## src/rtl/score_accumulator_pkg.sv

```systemverilog
// score_accumulator_pkg: event weights, converter state encoding and streak width shared by the scoring slice.
package score_accumulator_pkg;
   localparam int W_CORRECT = 2;
   localparam int W_BONUS   = 3;
   localparam int W_OFF     = 1;
   localparam int W_WRONG   = 2;
   localparam int STREAK_W  = 4;
   typedef enum logic [1:0] {IDLE, LOAD, SHIFT, DONE} conv_state_t;
endpackage

```

## src/rtl/score_bcd_conv.sv

```systemverilog
// score_bcd_conv: sequential double-dabble, one LOAD cycle, SCORE_W shift cycles, one DONE cycle.
module score_bcd_conv
   import score_accumulator_pkg::*;
#(
   parameter int SCORE_W = 10
) (
   input  logic               clock,
   input  logic               reset,
   input  logic               start,
   input  logic [SCORE_W-1:0] bin,
   output logic               busy,
   output logic               done,
   output logic [11:0]        bcd
);
   localparam int CW = $clog2(SCORE_W + 1);
   conv_state_t state, nstate;
   logic [CW-1:0] cnt;
   logic [SCORE_W+11:0] sr, adj;
   always_ff @(posedge clock)
      state <= reset ? IDLE : nstate;
   always_comb
      nstate = state == IDLE  ? (start ? LOAD : IDLE) :
               state == LOAD  ? SHIFT :
               state == SHIFT ? (cnt == CW'(SCORE_W - 1) ? DONE : SHIFT) :
                                (start ? LOAD : IDLE);
   always_comb begin
      busy = state != IDLE;
      done = state == DONE;
   end
   always_comb begin
      adj = sr;
      for (int i = 0; i < 3; i++)
         if (adj[SCORE_W+4*i +: 4] >= 4'd5) adj[SCORE_W+4*i +: 4] = adj[SCORE_W+4*i +: 4] + 4'd3;
   end
   always_ff @(posedge clock) begin
      if (reset) begin
         sr  <= '0;
         cnt <= '0;
      end else if (state == LOAD) begin
         sr  <= {12'b0, bin};
         cnt <= '0;
      end else if (state == SHIFT) begin
         sr  <= adj << 1;
         cnt <= cnt + 1'b1;
      end
   end
   assign bcd = sr[SCORE_W+11:SCORE_W];
endmodule

```

## src/rtl/score_accumulator.sv

```systemverilog
// score_accumulator: edge-detected scoring events into a saturating score, hit streak and BCD display digits.
// Optional STREAK_BONUS_EN makes CORRECT worth W_BONUS once the streak reaches STREAK_THRESH.
module score_accumulator
   import score_accumulator_pkg::*;
#(
   parameter int SCORE_W       = 10,
   parameter int MAX_SCORE     = 999,
   parameter int STREAK_THRESH = 4
) (
   input  logic                clock,
   input  logic                reset,
   input  logic                correct,
   input  logic                wrong,
   input  logic                off,
   output logic [SCORE_W-1:0]  score,
   output logic [3:0]          dig2,
   output logic [3:0]          dig1,
   output logic [3:0]          dig0,
   output logic                bcd_valid,
   output logic [STREAK_W-1:0] streak
);
   localparam logic signed [SCORE_W+1:0] DC   = (SCORE_W+2)'(W_CORRECT);
   localparam logic signed [SCORE_W+1:0] DB   = (SCORE_W+2)'(W_BONUS);
   localparam logic signed [SCORE_W+1:0] DO   = (SCORE_W+2)'(W_OFF);
   localparam logic signed [SCORE_W+1:0] DW   = (SCORE_W+2)'(W_WRONG);
   localparam logic signed [SCORE_W+1:0] MAXS = (SCORE_W+2)'(MAX_SCORE);
   localparam logic [SCORE_W-1:0]        MAXV = SCORE_W'(MAX_SCORE);
   logic pc, pw, po, ec, ew, eo, bonus, chg, start, busy, done, pending;
   logic signed [SCORE_W+1:0] delta, sum;
   logic [SCORE_W-1:0] nscore;
   logic [STREAK_W-1:0] nstreak;
   logic [11:0] bcd;
`ifdef STREAK_BONUS_EN
   assign bonus = streak >= STREAK_W'(STREAK_THRESH);
`else
   logic unused_thresh;
   assign bonus = 1'b0;
   assign unused_thresh = ^STREAK_THRESH;
`endif
   always_comb begin
      ec = correct & ~pc;
      ew = wrong & ~pw;
      eo = off & ~po;
      delta = (ec ? (bonus ? DB : DC) : '0) + (eo ? DO : '0) - (ew ? DW : '0);
      sum = $signed({2'b00, score}) + delta;
      nscore = sum[SCORE_W+1] ? '0 : sum > MAXS ? MAXV : sum[SCORE_W-1:0];
      nstreak = ew ? '0 : (ec & ~&streak) ? streak + 1'b1 : streak;
      chg = nscore != score;
      // a change landing in DONE reloads directly, so the stale result is never shown
      start = (~busy & chg) | (done & (pending | chg));
   end
   always_ff @(posedge clock) begin
      if (reset) begin
         {pc, pw, po} <= '0;
         score        <= '0;
         streak       <= '0;
         pending      <= 1'b0;
         {dig2, dig1, dig0} <= '0;
      end else begin
         {pc, pw, po} <= {correct, wrong, off};
         score        <= nscore;
         streak       <= nstreak;
         pending      <= start ? 1'b0 : (busy & chg) ? 1'b1 : pending;
         if (done & ~start) {dig2, dig1, dig0} <= bcd;
      end
   end
   assign bcd_valid = ~busy;
   score_bcd_conv #(.SCORE_W(SCORE_W)) u_conv (
      .clock(clock),
      .reset(reset),
      .start(start),
      .bin(score),
      .busy(busy),
      .done(done),
      .bcd(bcd)
   );
endmodule

```

## config.mk

```make
export PLATFORM = sky130hd
export DESIGN_NAME = score_accumulator
export DESIGN_NICKNAME = d
export VERILOG_FILES = /design/src/rtl/score_accumulator_pkg.sv /design/src/rtl/score_bcd_conv.sv /design/src/rtl/score_accumulator.sv
export SDC_FILE = /design/constraint.sdc
export NUM_CORES = 1
export LEC_CHECK = 0
export BUFFER_PORTS_ARGS = -buffer_cell sky130_fd_sc_hd__buf_4
export CAP_MARGIN = 20
export CELL_PAD_IN_SITES_DETAIL_PLACEMENT = 0
export CELL_PAD_IN_SITES_GLOBAL_PLACEMENT = 1
export CORE_MARGIN = 3
export CORE_UTILIZATION = 46
export DETAILED_ROUTE_END_ITERATION = 8
export GPL_TIMING_DRIVEN = 0
export HOLD_SLACK_MARGIN = 0.05
export PLACE_DENSITY = 0.88
export SLEW_MARGIN = 0
export SYNTH_ARGS = -nofsm -noshare
export SYNTH_HDL_FRONTEND = slang
export SYNTH_SLANG_ARGS = --single-unit
```

## constraint.sdc

```tcl
create_clock -name clock -period 5.9 [get_ports clock]
set_input_delay 0.59 -clock clock [delete_from_list [all_inputs] [get_ports clock]]
set_output_delay 0.59 -clock clock [all_outputs]
set_load 0.05 [all_outputs]
```

# Word-level counts from Yosys, hierarchy flattened
# Index checks and enable logic that the tools add are counted.
[totals]
regBits = 58
elab_cells = 68
[classes]
n_addsub = 8
magnitude_cmp = 4
eq_ne = 5
mux = 15
bitwise = 15
reduce_logical = 8
[op_table]
columns = ["cell", "count"]
rows = [
  ["$mux 10", 4],
  ["$add 11x4->12", 1],
  ["$ge 4x3->1 const B", 3],
  ["$gt 12x11->1 const B", 1],
  ["$mux 2", 5],
  ["$ne 10x10->1", 1],
  ["$add 4x1->4 const B", 2],
  ["$add 4x2->4 const B", 2],
  ["$and 1x1->1", 8],
  ["$mux 4", 2],
  ["$reduce_or 2->1", 3],
  ["$not 1->1", 5],
  ["$eq 2x2->1 const B", 2],
  ["$eq 4x4->1 const B", 1],
  ["$reduce_and 4->1", 1],
  ["$reduce_bool 2->1", 2],
  ["$sub 3x2->4", 1],
  ["$add 2x1->3", 1],
  ["$add 3x2->3 const B", 1],
  ["$mux 1", 3],
  ["$mux 3", 1],
  ["$eq 2x1->1 const B", 1],
  ["$logic_not 2->1", 1],
  ["$or 1x1->1", 2],
  ["$logic_not 1->1", 1],
]

# Depth between registers and ports, before layout
# Gate-level depths: netlist of the first run.
[logic_depth]
word_depth = 17
mapped_depth = 17

# Modules after synthesis
# A second synthesis of the first run with hierarchy kept.
[hier_totals]
hier_cells = 461
hier_area_um2 = 3862.5
[modules_own_cells]
columns = ["module", "instances", "cells_per_inst", "area_per_inst_um2"]
rows = [
  ["score_accumulator", 1, 296, 2434.8],
  ["score_bcd_conv", 1, 165, 1427.6],
]

# Least setup slack after synthesis of the first run
# No wires, ideal clock.
[synth_timing]
path_type = "input -> register"
startpoint = "in correct"
endpoint = "reg pending"
setup_ps = 103
arrival_time_ps = 4477
t_required_ps = 5797
path_slack_ps = 1319
cell_stages = 14
path_cell_list = "nor2b_1 -> inv_1 -> ha_1 -> fa_1 -> or4b_4 -> o211a_2 -> a311oi_2 -> xor2_1 -> nor4_2 -> a31oi_2 -> a2111oi_4 -> a221oi_2 -> or3_1 -> a2111oi_2"
[synth_via]
elab_chain_cells = 13
elab_cells_between_ends = 15
classes_between = "add/sub (3); order compare (1); eq/ne (1); mux (3); bitwise (6); reduce/logical (1)"
[synth_rtl]
columns = ["item", "line_no", "text"]
rows = [
  ["start: declaration", "score_accumulator.sv:12", "input logic correct,"],
  ["$and 1x1->1 (*)", "score_accumulator.sv:41", "ec = correct & ~pc;"],
  ["$mux 2 (*)", "score_accumulator.sv:44", "delta = (ec ? (bonus ? DB : DC) : '0) + (eo ? DO : '0) - (ew ? DW : '0);"],
  ["$add 2x1->3 (*)", "score_accumulator.sv:44", ""],
  ["$sub 3x2->4 (*)", "score_accumulator.sv:44", ""],
  ["$add 11x4->12 (*)", "score_accumulator.sv:45", "sum = $signed({2'b00, score}) + delta;"],
  ["$gt 12x11->1", "score_accumulator.sv:46", "nscore = sum[SCORE_W+1] ? '0 : sum > MAXS ? MAXV : sum[SCORE_W-1:0];"],
  ["$mux 10", "score_accumulator.sv:46", ""],
  ["$mux 10 (*)", "score_accumulator.sv:46", ""],
  ["$ne 10x10->1 (*)", "score_accumulator.sv:48", "chg = nscore != score;"],
  ["$or 1x1->1", "score_accumulator.sv:50", "start = (~busy & chg) | (done & (pending | chg));"],
  ["$and 1x1->1", "score_accumulator.sv:50", ""],
  ["$or 1x1->1", "score_accumulator.sv:50", ""],
  ["$reduce_or 2->1 (no source line)", "n/a", ""],
  ["end signal: assignment", "score_accumulator.sv:63", "pending <= start ? 1'b0 : (busy & chg) ? 1'b1 : pending;"],
  ["end: declaration", "score_accumulator.sv:28", "logic pc, pw, po, ec, ew, eo, bonus, chg, start, busy, done, pending;"],
]
# Mark *: on every way between the ends. The rest lies on a longest branch, timed or not.
# A chain may end at the register's enable or synchronous reset.

# Worst setup path in the final report of the first run
[layout_timing]
startpoint = "in correct"
endpoint = "reg dig0[0]"
[layout_via]
elab_chain_cells = 14
elab_cells_between_ends = 15
classes_between = "add/sub (3); order compare (1); eq/ne (1); mux (3); bitwise (7)"
[layout_rtl]
columns = ["item", "line_no", "text"]
rows = [
  ["$and 1x1->1 (*)", "score_accumulator.sv:41", ""],
  ["$mux 2 (*)", "score_accumulator.sv:44", ""],
  ["$add 2x1->3 (*)", "score_accumulator.sv:44", ""],
  ["$sub 3x2->4 (*)", "score_accumulator.sv:44", ""],
  ["$add 11x4->12 (*)", "score_accumulator.sv:45", ""],
  ["$gt 12x11->1", "score_accumulator.sv:46", ""],
  ["$mux 10", "score_accumulator.sv:46", ""],
  ["$mux 10 (*)", "score_accumulator.sv:46", ""],
  ["$ne 10x10->1 (*)", "score_accumulator.sv:48", ""],
  ["$or 1x1->1", "score_accumulator.sv:50", ""],
  ["$and 1x1->1", "score_accumulator.sv:50", ""],
  ["$or 1x1->1 (*)", "score_accumulator.sv:50", ""],
  ["$not 1->1 (*)", "score_accumulator.sv:64", "if (done & ~start) {dig2, dig1, dig0} <= bcd;"],
  ["$and 1x1->1 (*)", "score_accumulator.sv:64", ""],
  ["end signal: assignment", "score_accumulator.sv:58", "{dig2, dig1, dig0} <= '0;"],
  ["end signal: assignment", "score_accumulator.sv:64", ""],
  ["end: declaration", "score_accumulator.sv:18", "output logic [3:0] dig0,"],
]
# Marks and branches as above.

==> impl_metrics.py, run 1 <==
metrics = {
    "logic_synthesis": {
        "ys.flop_type": "dfxtp_1",
        "synth_area_mm2": 0.003877,
        "synth-adder-area-share_pct": 6.002,
        "synth_nets": 486,
        "synthCells": 463,
        "ys_seq_area_share_pct": 29.95,
        "synth_cell_types": 70,
        "synth_simple_gate_area_share_pct": 25.98,
        "synth-edff-count": 0,
        "muxShareOfSynthArea_pct": 8.261,
        "synth_top_family_by_area": "simple AND/OR/NAND/NOR gates",
        "synth-async-reset-ratio_pct": 0,
        "ys_seq_elements": 58,
        "syn_avg_cell_area_um2": 8.375,
        "ys.warnings.count": 0,
        "synth_compound_area_share_pct": 19.01,
        "synthXorXnorAreaFrac_pct": 5.421,
    },
    "power_and_ir_drop": {
        "p_leak_nw": 1.644,
        "p_per_area_mw_per_mm2": 338.2,
        "ir_worst_vdd_mv": 0.2193,
    },
    "routing": {
        "post_drt_wl_per_cell_um": 15.33,
        "num_vias": 3436,
        "antenna_left": 0,
        "vias_per_cell": 5.614,
        "dr.pass1.iters": 5,
        "wl_mm": 9.381,
        "drc": 0,
        "drt_iter0_markers": 129,
    },
    "grt": {
        "antenna_found_initial": 0,
        "overflow": 0,
        "grt_max_degree": 12,
        "track_usage_pct": 19.22,
        "grt_pass1_wl_mm": 15.31,
        "grt_pass1_vias": 3192,
    },
    "worst_setup_path": {
        "worst-endpoint-required_ps": 6160,
        "critical_path_class": "input pin to register",
        "endpoint_kind": "register",
        "reg2reg_depth": 15,
        "startpoint_type": "input pin",
        "worstReg2RegStart": "pc",
        "cp_slowest_stage_delay_ps": 570,
        "path_cells": "buf_4 -> nor2b_1 -> inv_1 -> ha_1 -> fa_1 -> or4b_4 -> o211a_2 -> a311oi_2 -> xor2_1 -> nor4_2 -> a31oi_2 -> nor3_1 -> o32ai_2 -> nor4_4 -> buf_6 -> mux2i_1",
        "crit_fanout": 10,
        "cp_data_arrival_time_ps": 5110,
        "crit-reg2reg-capture": "dig0[0]",
        "cpMaxStageDelayCell": "or4b_4",
        "r2r_slack_ps": 1100,
    },
    "cells_and_area": {
        "fillers": 738,
        "syn_to_final_growth_pct": 15.13,
        "final_nets": 528,
        "diodes": 0,
        "layout-drive-gt1-share_pct": 15.29,
        "fin_util_pct": 56.03,
    },
    "cts": {
        "post_cts_buffers": 0,
        "clockBufferDepth": 2,
        "cts_resized": 0,
        "tritoncts": "built",
        "cts_buffers": 9,
        "path_clk_slew_ps": 70,
        "root_buffer": "clkbuf_8",
        "worstSkewPairLatency_ps": 350,
        "numClockSinks": 58,
        "cts_htree_levels": 3,
        "cts_hold_buf": 0,
    },
    "sta": {
        "fmax_mhz": 206.3,
        "finClkSkew_ps": 21.39,
        "rsz0062_at_grt": "false",
        "finalSetupTns_ps": 0,
        "timing.final.crit_share_pct": 82.16,
        "hold_viol": 0,
        "slew_headroom_pct": 55.57,
        "fin_crit_ps": 4848,
        "slew_violations": 0,
        "worst_slew_pin_slew_ps": 666.5,
        "setup_viol": 0,
    },
    "placement": {
        "port_buffers": 31,
        "hpwlAfterDp_mm": 6.970,
        "gp_congestion": 0.9064,
    },
    "flow_run": {
        "cap_violations": 0,
    },
    "die": {
        "fp-row-count": 32,
        "core_mm2": 0.007968,
        "pin_count": 32,
        "die_x_um": 97.81,
        "dieHeight_um": 97.81,
        "die-area_mm2": 0.009567,
        "initial_core_util_pct": 48.67,
    },
    "worst_hold_path": {
        "min_path_cells": 2,
        "min_from": "correct",
        "hold-path-endpoint": "pc",
        "hold_path_class": "input pin to register",
    },
    "run_status": {
        "status": "finished clean",
    },
}
[cells by family (layout without fill, tap and decap cells)]
| family | after synthesis | after routing |
|---|---|---|
| flops | 58 | 58 |
| simple gates | 178 | 178 |
| buf+inv | 51 | 98 |
| mux | 32 | 32 |
| compound gates | 102 | 102 |
| fa+ha+maj | 18 | 18 |
| xor+xnor | 24 | 24 |
[report_power, final]
part / internal, mW / total (mW) / switching (mW)
clock: 0.250 / 0.426 / 0.176
combinational: 0.224 / 0.610 / 0.386
sequential: 0.433 / 0.473 / 0.0401
[final cells by class]
| class | count | area, um^2 | share of cell area, % |
|---|---|---|---|
| clock buffers | 10 | 137.6 | 3.083 |
| inverters | 20 | 75.07 | 1.682 |
| flip-flops and latches | 58 | 1161 | 26.01 |
| well taps | 102 | 127.6 | 2.859 |
| clock inverters | 6 | 88.84 | 1.990 |
| repair buffers | 31 | 232.7 | 5.213 |
| multi-input cells | 354 | 2507 | 56.17 |
| plain buffers | 31 | 133.9 | 2.999 |
[routing by layer]
| layer | vias up | routed length, um | GRT usage [%] |
|---|---|---|---|
| li1 | 1724 | - | - |
| met1 | 1630 | 4572 | 26.93 |
| met2 | 69 | 4254 | 30.26 |
| met3 | 13 | 463 | 4.214 |
| met4 | 0 | 91 | 4.579 |
| met5 | - | 0 | 0 |
[stage by stage]
stage	cell area [um^2]	total power, mW	setup slack (ps)	hold WS, ps	instances
global route	4464	1.594	796.4	470.1	612
detailed placement	4238	1.087	740.2	470.4	596
finish	4464	1.510	1052	466.3	612
CTS	4464	1.511	1077	464.6	612
floorplan	3877	0.9480	1319	444.6	463
global placement	4238	1.080	808.6	459.6	596
[worst max-delay path by stage]
stage / startpoint / endpoint / slack, ps / cells after the start
6_report: correct / dig0[0] / 1050 / 16
5_1_grt: correct / dig0[3] / 800 / 16
4_1_cts: correct / dig2[1] / 1080 / 16
3_5_place_dp: correct / dig2[1] / 740 / 16
3_3_place_gp: correct / dig2[1] / 810 / 16
2_1_floorplan: correct / pending / 1320 / 14
[placed cells by master (no fill, tap or decap), types with 5 or more instances in the layout]
cell type / instances
a211oi_1: 13
dfxtp_1: 58
nor3_1: 12
nand2b_1: 34
or2_2: 5
buf_4: 31
clkbuf_8: 10
ha_1: 17
inv_1: 19
nand3_1: 11
xor2_1: 10
mux2i_1: 32
nor2_1: 42
nor2b_1: 14
a21oi_1: 30
buf_2: 8
o21ai_0: 19
nand2_1: 22
xnor2_1: 14
clkbuf_1: 18
[worst max-delay path: cells and delay by family]
family	cells	cell delay, ps
buffers and inverters	3	420
AO/OA/AOI/OAI	4	980
XOR/XNOR	1	140
AND/OR/NAND/NOR	5	1850
adder cells (fa/ha/maj)	2	890
multiplexers	1	210
[cell usage after synthesis, types with 4 or more instances]
library cell	count	area (um^2)
nand2b_1	34	212.7
inv_1	19	71.32
o21ai_0	19	95.09
or2_2	5	31.28
buf_2	8	40.04
xnor2_1	14	122.6
clkbuf_1	18	67.56
ha_1	17	212.7
nand2_1	22	82.58
nand3_1	11	55.05
or3_1	4	25.02
a21oi_1	30	150.1
nor3_1	12	60.06
nor2_1	42	157.7
or4_1	4	30.03
dfxtp_1	58	1161
nor2b_1	14	87.58
mux2i_1	32	320.3
nand4_1	4	25.02
xor2_1	10	87.58
buf_1	4	15.01
a211oi_1	13	97.59
and2_1	4	25.02
[state kept, by name (all words and copies together) (netlist names)]
register / count
u_conv.sr: 22
score: 10
dig0: 4
dig1: 4
dig2: 4
streak: 4
u_conv.cnt: 4
u_conv.state: 2
pc: 1
pending: 1
po: 1
pw: 1
Note: power is estimated with default switching activity, not from simulation.
==> inputs of run 2 (changes only) <==
--- a/config.mk
+++ b/config.mk
@@ -5,16 +5,17 @@
 export SDC_FILE = /design/constraint.sdc
 export NUM_CORES = 1
 export LEC_CHECK = 0
+export ABC_AREA = 1
 export BUFFER_PORTS_ARGS = -buffer_cell sky130_fd_sc_hd__buf_4
 export CAP_MARGIN = 20
 export CELL_PAD_IN_SITES_DETAIL_PLACEMENT = 0
 export CELL_PAD_IN_SITES_GLOBAL_PLACEMENT = 1
 export CORE_MARGIN = 3
-export CORE_UTILIZATION = 46
+export CORE_UTILIZATION = 43
 export DETAILED_ROUTE_END_ITERATION = 8
 export GPL_TIMING_DRIVEN = 0
 export HOLD_SLACK_MARGIN = 0.05
-export PLACE_DENSITY = 0.88
+export PLACE_DENSITY = 0.87
 export SLEW_MARGIN = 0
 export SYNTH_ARGS = -nofsm -noshare
 export SYNTH_HDL_FRONTEND = slang
==> constraint.sdc (replaced) <==
create_clock -name clock -period 5.1 [get_ports clock]
set_input_delay 0.51 -clock clock [delete_from_list [all_inputs] [get_ports clock]]
set_output_delay 0.51 -clock clock [all_outputs]
set_load 0.05 [all_outputs]
==> impl_metrics.py, run 2 <==
metrics = {
    "sta": {
        "hold_viol": 0,
        "fin_crit_ps": 3467,
        "slew_violations": 0,
        "finalSetupTns_ps": 0,
        "fmax_mhz": 288.4,
        "finalHoldWorstSlack_ps": 393.4,
        "timing.final.crit_share_pct": 67.98,
        "setup_slack_ps": 1633,
        "slew_headroom_pct": 56.33,
        "rsz0062_at_grt": "false",
        "finClkSkew_ps": 5.635,
        "setup_viol": 0,
        "worst_slew_pin_slew_ps": 652.6,
    },
    "cts": {
        "cts_hold_buf": 0,
        "path_clk_slew_ps": 60,
        "cts_htree_levels": 3,
        "cts_buffers": 9,
        "tritoncts": "built",
        "clockBufferDepth": 2,
        "worstSkewPairLatency_ps": 330,
        "root_buffer": "clkbuf_8",
        "cts_resized": 0,
        "numClockSinks": 58,
        "post_cts_buffers": 0,
    },
    "logic_synthesis": {
        "synth_top_family_by_area": "simple AND/OR/NAND/NOR gates",
        "ys.flop_type": "dfxtp_1",
        "synth_nets": 538,
        "synthXorXnorAreaFrac_pct": 2.715,
        "yosysTopAreaCellShare_pct": 33.15,
        "synth-edff-count": 0,
        "synth_simple_gate_area_share_pct": 33.37,
        "muxShareOfSynthArea_pct": 0,
        "synthCells": 515,
        "synth-adder-area-share_pct": 6.645,
        "ys_seq_area_share_pct": 33.15,
        "synth_cell_types": 40,
        "syn_avg_cell_area_um2": 6.800,
        "synth-async-reset-ratio_pct": 0,
        "synth_top_area_cell": "dfxtp_1",
        "synth_most_common_cell": "nand2_1",
        "synthTopCellsByArea": "dfxtp_1 33%, nand2_1 14%, a21oi_1 8.0%, inv_1 6.6%, nand3_1 6.4%",
        "ys.warnings.count": 0,
        "synth_area_mm2": 0.003502,
        "ys_seq_elements": 58,
        "synth_commonest_cells": "127 x nand2_1, 62 x inv_1, 58 x dfxtp_1",
        "synth_compound_area_share_pct": 13.97,
    },
    "routing": {
        "antenna_left": 0,
        "num_vias": 3310,
        "post_drt_wl_per_cell_um": 12.30,
        "drc": 0,
        "dr.pass1.iters": 5,
        "vias_per_cell": 5.000,
        "drt_iter0_markers": 159,
        "wl_mm": 8.141,
    },
    "cells_and_area": {
        "final_nets": 579,
        "diodes": 0,
        "fin_util_pct": 51.75,
        "syn_to_final_growth_pct": 15.36,
        "layout-drive-gt1-share_pct": 15.00,
        "final_common_cell": "nand2_1",
        "largest-register": "u_conv.sr",
        "final_cell_mix": "127 x nand2_1, 62 x inv_1, 58 x dfxtp_1",
        "largest_reg_flops": 22,
        "final_cell_count_no_fill": 662,
        "top_regs": "u_conv.sr (22), score (10)",
        "fin_area_mm2": 0.004040,
        "fillers": 792,
    },
    "placement": {
        "placed_cells": 647,
        "pre_cts_ws_ps": 1320,
        "hpwlAfterDp_mm": 6.299,
        "dpl_cell_area_mm2": 0.003855,
        "gp_congestion": 0.9255,
        "port_buffers": 30,
    },
    "die": {
        "dieHeight_um": 96.25,
        "initial_core_util_pct": 44.86,
        "die_x_um": 96.25,
        "pin_count": 32,
        "fp-row-count": 32,
        "die-area_mm2": 0.009263,
        "core_mm2": 0.007807,
    },
    "worst_setup_path": {
        "crit_fanout": 10,
        "startpoint_type": "register",
        "cpMostUsedCell": "nand2_1",
        "cp_data_arrival_time_ps": 3670,
        "worst-endpoint-required_ps": 5300,
        "cp_slowest_stage_delay_ps": 310,
        "critical_path_class": "register to register",
        "endpoint_kind": "register",
        "cpMaxStageDelayCell": "dfxtp_1",
    },
    "flow_run": {
        "cap_violations": 0,
    },
    "grt": {
        "antenna_found_initial": 0,
        "track_usage_pct": 18.73,
        "overflow": 0,
        "grt_max_degree": 11,
        "grt_pass1_vias": 2882,
        "grt_pass1_wl_mm": 13.44,
    },
    "worst_hold_path": {
        "hold_path_class": "input pin to register",
    },
    "power_and_ir_drop": {
        "total_power_mw": 1.382,
        "p_per_area_mw_per_mm2": 342.2,
        "p_leak_nw": 1.855,
        "ir_worst_vdd_mv": 0.2188,
    },
    "run_status": {
        "status": "finished clean",
    },
}
[run 2: cell count changes in the layout (fill, tap and decap cells not counted), moves of 8 or more]
| cell | change |
|---|---|
| xnor2_1 | -11 |
| nand2_1 | +105 |
| nand3_1 | +34 |
| nand2b_1 | -34 |
| nand3_2 | +8 |
| nor3_1 | -12 |
| a21oi_1 | +26 |
| mux2i_1 | -32 |
| inv_1 | +43 |
| a211oi_1 | -12 |
| nor2b_1 | -14 |
[run 2: logic make-up (layout without fill, tap and decap cells)]
logic type      count (synthesis)  after routing
compound gates                 92             92
xor+xnor                       10             10
fa+ha+maj                      18             18
buf+inv                        84            129
flops                          58             58
simple gates                  253            253
[run 2: layout make-up]
class	instances	area [um^2]	area share, %
Buffer	16	98.84	2.447
Clock buffer	12	145.1	3.592
Clock inverter	3	40.04	0.9910
Inverter	68	256.5	6.349
Multi-Input combinational cell	373	1986	49.15
Sequential cell	58	1161	28.74
Tap cell	102	127.6	3.159
Timing Repair Buffer	30	225.2	5.574
[run 2: critical path: cells and delay by family (launching register included)]
kind                     cells  cell delay [ps]
AND/OR/NAND/NOR             18             2040
buffers and inverters        5              660
flip-flops                   1              310
adder cells (fa/ha/maj)      1              200
AO/OA/AOI/OAI                2              100
[run 2: final timing paths]
| kind | start | endpoint | slack, ps | depth (start not counted) |
|---|---|---|---|---|
| worst max register to register | pw | dig0[0] | 1630 | 26 |
| worst min-delay path | off | po | 390 | 3 |
| worst min register to register | u_conv.sr[5] | u_conv.sr[6] | 460 | 2 |
| worst max-delay path | pw | dig0[0] | 1630 | 26 |
[run 2: routing by layer]
| layer | vias up | share of wire (%) | global-route usage (%) |
|---|---|---|---|
| met1 | 1495 | 52 | 26.84 |
| li1 | 1742 | - | - |
| met3 | 9 | 4.7 | 4.535 |
| met5 | - | 0 | 0 |
| met4 | 0 | 0.68 | 5.450 |
| met2 | 64 | 43 | 27.72 |
[run 2: power by group]
group          internal, mW  switching, mW
clock                 0.235          0.171
sequential            0.494         0.0394
combinational         0.146          0.297
total                 0.875          0.507
